--- src/rtl/exp5_unidade_controle_rodadas.sv ---
// Purpose: Moore control FSM for the round-based memory game (sequences counters E/L/T and play register R).
// Latency: one state per rising edge; outputs decode from the registered state only, so they change only after an edge.
// Backpressure: none; the datapath flags are sampled every cycle and the block never stalls its inputs.
module exp5_unidade_controle_rodadas (
    input  logic       clock_i,
    input  logic       reset_i,
    input  logic       iniciar_i,
    input  logic       jogada_i,
    input  logic       igual_i,
    input  logic       fimE_i,
    input  logic       fimL_i,
    input  logic       fimT_i,
    output logic       zeraE_o,
    output logic       contaE_o,
    output logic       zeraL_o,
    output logic       contaL_o,
    output logic       zeraR_o,
    output logic       registraR_o,
    output logic       zeraT_o,
    output logic       contaT_o,
    output logic       acertou_o,
    output logic       errou_o,
    output logic       timeout_o,
    output logic       pronto_o,
    output logic [3:0] db_estado_o
);

    // Encodings double as the hex debug code shown on the display.
    typedef enum logic [3:0] {
        INICIAL        = 4'h0,
        PREPARACAO     = 4'h1,
        INICIA_RODADA  = 4'h2,
        ESPERA         = 4'h3,
        REGISTRA       = 4'h4,
        COMPARACAO     = 4'h5,
        PROXIMO        = 4'h6,
        PROXIMA_RODADA = 4'h7,
        FIM_ACERTO     = 4'hA,
        FIM_TIMEOUT    = 4'hD,
        FIM_ERRO       = 4'hE
    } estado_t;

    estado_t estado_q;
    estado_t estado_d;

    // State register; synchronous reset overrides every transition.
    always_ff @(posedge clock_i) begin
        if (reset_i) begin
            estado_q <= INICIAL;
        end else begin
            estado_q <= estado_d;
        end
    end

    // Next-state logic; unreachable encodings recover to inicial.
    always_comb begin
        estado_d = INICIAL;
        case (estado_q)
            INICIAL:        estado_d = iniciar_i ? PREPARACAO : INICIAL;
            PREPARACAO:     estado_d = INICIA_RODADA;
            INICIA_RODADA:  estado_d = ESPERA;
            // A play in the same cycle as the timeout wins.
            ESPERA: begin
                if (jogada_i) begin
                    estado_d = REGISTRA;
                end else if (fimT_i) begin
                    estado_d = FIM_TIMEOUT;
                end else begin
                    estado_d = ESPERA;
                end
            end
            REGISTRA:       estado_d = COMPARACAO;
            COMPARACAO: begin
                if (!igual_i) begin
                    estado_d = FIM_ERRO;
                end else if (!fimE_i) begin
                    estado_d = PROXIMO;
                end else if (!fimL_i) begin
                    estado_d = PROXIMA_RODADA;
                end else begin
                    estado_d = FIM_ACERTO;
                end
            end
            PROXIMO:        estado_d = ESPERA;
            PROXIMA_RODADA: estado_d = INICIA_RODADA;
            // Restart always goes through preparacao so the datapath is cleared.
            FIM_ACERTO:     estado_d = iniciar_i ? PREPARACAO : FIM_ACERTO;
            FIM_TIMEOUT:    estado_d = iniciar_i ? PREPARACAO : FIM_TIMEOUT;
            FIM_ERRO:       estado_d = iniciar_i ? PREPARACAO : FIM_ERRO;
            default:        estado_d = INICIAL;
        endcase
    end

    // Moore output decode from the current state.
    always_comb begin
        zeraE_o     = 1'b0;
        contaE_o    = 1'b0;
        zeraL_o     = 1'b0;
        contaL_o    = 1'b0;
        zeraR_o     = 1'b0;
        registraR_o = 1'b0;
        zeraT_o     = 1'b0;
        contaT_o    = 1'b0;
        acertou_o   = 1'b0;
        errou_o     = 1'b0;
        timeout_o   = 1'b0;
        pronto_o    = 1'b0;
        db_estado_o = 4'hF;
        case (estado_q)
            INICIAL: begin
                zeraE_o     = 1'b1;
                zeraL_o     = 1'b1;
                zeraR_o     = 1'b1;
                zeraT_o     = 1'b1;
                db_estado_o = 4'h0;
            end
            PREPARACAO: begin
                zeraE_o     = 1'b1;
                zeraL_o     = 1'b1;
                zeraR_o     = 1'b1;
                zeraT_o     = 1'b1;
                db_estado_o = 4'h1;
            end
            INICIA_RODADA: begin
                zeraE_o     = 1'b1;
                zeraT_o     = 1'b1;
                db_estado_o = 4'h2;
            end
            ESPERA: begin
                contaT_o    = 1'b1;
                db_estado_o = 4'h3;
            end
            REGISTRA: begin
                registraR_o = 1'b1;
                zeraT_o     = 1'b1;
                db_estado_o = 4'h4;
            end
            COMPARACAO: begin
                db_estado_o = 4'h5;
            end
            PROXIMO: begin
                contaE_o    = 1'b1;
                zeraT_o     = 1'b1;
                db_estado_o = 4'h6;
            end
            PROXIMA_RODADA: begin
                contaL_o    = 1'b1;
                db_estado_o = 4'h7;
            end
            FIM_ACERTO: begin
                acertou_o   = 1'b1;
                pronto_o    = 1'b1;
                db_estado_o = 4'hA;
            end
            FIM_TIMEOUT: begin
                timeout_o   = 1'b1;
                pronto_o    = 1'b1;
                db_estado_o = 4'hD;
            end
            FIM_ERRO: begin
                errou_o     = 1'b1;
                pronto_o    = 1'b1;
                db_estado_o = 4'hE;
            end
            default: begin
                db_estado_o = 4'hF;
            end
        endcase
    end

endmodule
--- config.mk ---
export PLATFORM = sky130hd
export DESIGN_NAME = exp5_unidade_controle_rodadas
export DESIGN_NICKNAME = d
export VERILOG_FILES = /design/src/rtl/exp5_unidade_controle_rodadas.sv
export SDC_FILE = /design/constraint.sdc
export NUM_CORES = 1
export LEC_CHECK = 0
export ABC_AREA = 1
export BUFFER_PORTS_ARGS = -buffer_cell sky130_fd_sc_hd__buf_2
export CAP_MARGIN = 25
export CORE_ASPECT_RATIO = 0.8
export CORE_MARGIN = 1.5
export CORE_UTILIZATION = 30
export DETAILED_ROUTE_END_ITERATION = 8
export GPL_ROUTABILITY_DRIVEN = 1
export PLACE_DENSITY = 0.6
export SYNTH_ARGS = -nofsm -noshare
export SYNTH_HDL_FRONTEND = slang
export SYNTH_SLANG_ARGS = --single-unit
--- constraint.sdc ---
create_clock -name clock_i -period 1.06 [get_ports clock_i]
set_input_delay 0.053 -clock clock_i [delete_from_list [all_inputs] [get_ports clock_i]]
set_output_delay 0.053 -clock clock_i [all_outputs]
set_load 0.01 [all_outputs]
# Word level (Yosys, flattened, before mapping)
# Cells that the tools add are included.
# W data, S select, Z words.
# totals
out_inout_bits	16
elab_cells	40
input_bits	8
ff_bits	4
# op_classes
mux	22
n_reduce_logical	7
n_eq_ne	10
# op_table
operator	count
$pmux W4 S11	1
$pmux W4 S9	1
$mux W4	8
$eq A4 B3 Y1 const B	4
$eq A4 B4 Y1 const B	3
$mux W1	12
$eq A4 B2 Y1 const B	2
$reduce_or A2 Y1	3
$reduce_or A3 Y1	2
$reduce_or A5 Y1	1
$eq A4 B1 Y1 const B	1
$logic_not A4 Y1	1

# Depth between registers and ports, before layout
# depth
word_depth	4
ltp_mapped	8
mapped_depth_nobuf	7

# Worst setup path after synthesis
# Ideal clock, no wire load.
# synth_timing
kind	flip-flop to output port
startpoint	reg estado_q[1]
endpoint	out zeraR_o
n_path_buf	2
arrival_time_ns	0.998
required_time_ns	1.007
path_stages_with_launch	4
setup_slack_ns	0.009
cell_sequence	dfxtp_1 buf_4 nor3_1 buf_4
# synth_via
elab_chain_cells	3
elab_cells_between_ends	4
cone_classes	eq/ne: 1; mux: 1; reduce/logical: 2
# synth_lines
item	line	source
start: declaration	43	estado_t estado_q;
start signal: assignment	51	estado_q <= estado_d;
$eq A4 B1 Y1 or $logic_not A4 Y1 (tied branches)	-	
$reduce_or A2 Y1 (no line) *	-	
$mux W1 *	-	
end: declaration	17	output logic zeraR_o,
# Mark *: on every way between the ends. The rest lies on a longest branch, timed or not.

# Final worst setup path
# layout_timing
startpoint	reg estado_q[2]
endpoint	out registraR_o
# layout_via
elab_chain_cells	2
# layout_lines
item	line	source
$eq A4 B3 Y1	109	case (estado_q)
$mux W1	109	
end: declaration	18	output logic registraR_o,
# No other way between the ends.

==> metrics.md <==
| Metric | Value |
|---|---|
| Share of layout cells above drive strength 1 | a little under two thirds |
| Non-Filler Instances | 153 |
| Dpl cells | 143 |
| Die W | 48.4 um |
| Count leader, synth | nand2_1 |
| WP data arrival | 1160 ps |
| RSZ-0062 raised after global routing | true |
| Clock skew | 7.18 ps |
| Syn avg cell area | 5.62 um^2 |
| Seq cells post-synth | 4 |
| Cells after Synth | 88 |
| Hold buffers post-CTS | 0 |
| Setup CP Type | reg2out |
| Most common cell on crit path | buf_6 |
| Final ANT Viol Nets | 0 |
| WP buf/inv | 4 |
| MaxCap Viol Count | 0 |
| Worst hold stages | 2 |
| Async SR Flop Fraction | 0% |
| Synth warn | 0 |
| Minimum clock period | between 1000 and 1500 ps |
| Routed via count | 723 |
| Synth cell types | 21 |
| Biggest register | estado_q |
| Layout Area Growth over Synthesis | 104% |
| # clock sinks | 4 |
| Placed cell areas | 724 um^2 |
| Clock buffer depth | 2 |
| GRT Overall Usage | 18.6% |
| Pin count of the biggest net entering global routing | 9 |
| Top post-synthesis cells by area | dfxtp_1 (16%), nand2_1 (14%), inv_1 (12%) |
| Ant diodes | 0 |
| Mapped Nets | 96 |
| Core Box Area | approximately 1500 um^2 |
| Initial Util | 33.9% |
| PwrDens | 892 nW/um^2 |
| Top cell type's share of synthesized area | 16.2% |
| Starting DRT DRC Count | 11 |
| Gr ovfl total | 0 |
| Post-DP HPWL | 1.17 mm |
| Worst hold path class | in2reg |
| CP max stage delay | around 420 ps |
| Die ar. | 1900 um^2 |
| Vias per Instance | 4.73 |
| Tightest Pin Transition | 181 ps |
| Final nets | 142 |
| Final worst-path cycle share | 114% |
| Total Wirelength | 1.77 mm |
| Filler cells | ~130 |
| CP delay by family, top | flip-flops |
| Worst-path clk slew | 40 ps |
| Slew Viols, Final | 0 |
| First-pass GRT wire length | 2.73 mm |
| Dpl ws | -155 ps |
| Reg2Reg Depth | 7 |
| Number of buffers created by CTS | 3 |
| Critical-path maximum fanout | 5 |
| Top-Level Pins | 24 |
| Maximum clock frequency | between 0.8 and 0.9 GHz |
| Startpoint types | register |
| CTS tree | yes |
| Clk Latency, worst-skew pair | 230 ps |
| Initial antenna violation count | 0 |
| Fin. Hold Viols | 0 |
| Final instance area | 1010 um^2 |
| # rows | 12 |
| Vias in the first global route | ~660 |
| First-pass detailed-route iteration total | 4 |
| Worst Setup End Kind | primary output |
| Failing checks | setup timing |
| Status | complete, but fails checks |
| Final WS setup | -154 ps |
| Root buffer cell | clkbuf_4 |
| Slowest CP cell | dfxtp_4 |
| Number of synthesized flops with an enable pin | 0 |
| Die H | 39.3 um |
| Post-DR wirelength/cell | 11.6 um |
| PortBufs | 23 |
| Largest regs | estado_q (4) |
| Mapped Area | 494 um^2 |
| Final setup violation count | 19 |
| GPL Wtd Cong | 0.824 |
| Drc violations | 0 |
| CP cell instances | inv_6, nor2_4, nand2_2, buf_6, inv_2, buf_6 |
| Leak | 0.571 nW |
| Worst VDD drop | just over 0.0006 V |
| Largest register FFs | 4 |
| Area leader, netlist | dfxtp_1 |
| Worst path depth | 6 |
| WP data required | 1010 ps |
| H-tree depth | 1 |
| Post-synthesis sequential area ratio | 16.2% |
| Slew margin rel. | about 88% |
| Final Util | 69.1% |
| Commonest cells in the netlist | nand2_1 (19), inv_1 (16), nor2_1 (13), nand3_1 (6), o21ai_0 (5) |
| WHS | 20.5 ps |
| Ys flop type | dfxtp_1 |
cells in the final DEF (no fill, tap or decap):
| master | Yosys | routed |
|---|---|---|
| buf_2 | 1 | 21 |
| nor3_4 | 0 | 1 |
| a21oi_1 | 1 | 1 |
| nor2_8 | 1 | 1 |
| nand3_4 | 0 | 1 |
| clkbuf_4 | 0 | 3 |
| nand3_2 | 2 | 4 |
| nand2_8 | 0 | 1 |
| inv_1 | 16 | 13 |
| nand3_1 | 6 | 3 |
| nand4_1 | 2 | 2 |
| o21ai_0 | 5 | 4 |
| inv_2 | 2 | 2 |
| nor2_1 | 13 | 9 |
| nor3_1 | 2 | 1 |
| o22ai_2 | 0 | 2 |
| nor2_2 | 3 | 1 |
| inv_6 | 0 | 1 |
| nand2_1 | 19 | 13 |
| buf_6 | 0 | 15 |
| dfxtp_4 | 0 | 4 |
| nor2_4 | 0 | 6 |
| o211ai_1 | 1 | 1 |
| nand2_2 | 2 | 7 |
| nand2_4 | 2 | 2 |
| buf_4 | 2 | 9 |
| inv_4 | 1 | 2 |
| inv_8 | 0 | 1 |
| o21ai_1 | 0 | 1 |
routing by layer:
metal	share of wire (%)	global-route usage [%]
met1	41	21.0
met2	52	37.5
met3	6.6	4.58
met4	0.45	2.14
met5	0	0
stage by stage:
step / power [mW] / setup TNS [ps]
3_3_place_gp: 0.558 / -545
4_1_cts: 0.848 / -1060
5_1_grt: 0.968 / -2580
3_5_place_dp: 0.562 / -740
2_1_floorplan: 0.421 / 0
6_report: 0.897 / -1490
worst paths after layout:
kind / startpoint / end / slack (ps)
setup / recovery: estado_q[2] / registraR_o / -150
hold / removal: reset_i / estado_q[2] / 20
setup reg to reg: estado_q[0] / estado_q[3] / -70
hold reg to reg: estado_q[0] / estado_q[0] / 750
layout make-up:
| class | count | area, um^2 | area share (%) |
|---|---|---|---|
| flip-flops and latches | 4 | 95.1 | 9.45 |
| multi-input cells | 61 | 432 | 42.9 |
| well taps | 21 | 26.3 | 2.61 |
| repair buffers | 45 | 342 | 34.0 |
| inverters | 19 | 88.8 | 8.83 |
| clock buffers | 3 | 22.5 | 2.24 |
power breakdown:
part	internal, mW	switching [mW]
Combinational	0.235	0.235
Sequential	0.172	0.0684
Clock	0.127	0.0607
Total	0.533	0.365
cells by family after synthesis:
kind of cell / share of synthesized area (%)
compound gates: 10.1
simple gates: 53.9
flops: 16.2
buf+inv: 19.7
worst register-to-register path: cells and delay by family, from the launching register on:
kind                   cells  cell delay (ps)
buffers and inverters      2              180
DFF                        1              430
and+or+nand+nor            5              450
timing repair:
| action | 4_1_cts | 5_1_grt |
|---|---|---|
| endpoints found under the setup margin | 19 | 19 |
| pin swaps | 7 | 8 |
| gates cloned | 0 | 0 |
| buffers inserted | 7 | 2 |
| resized for setup | 36 | 23 |
(Power assumes the default switching activity.)
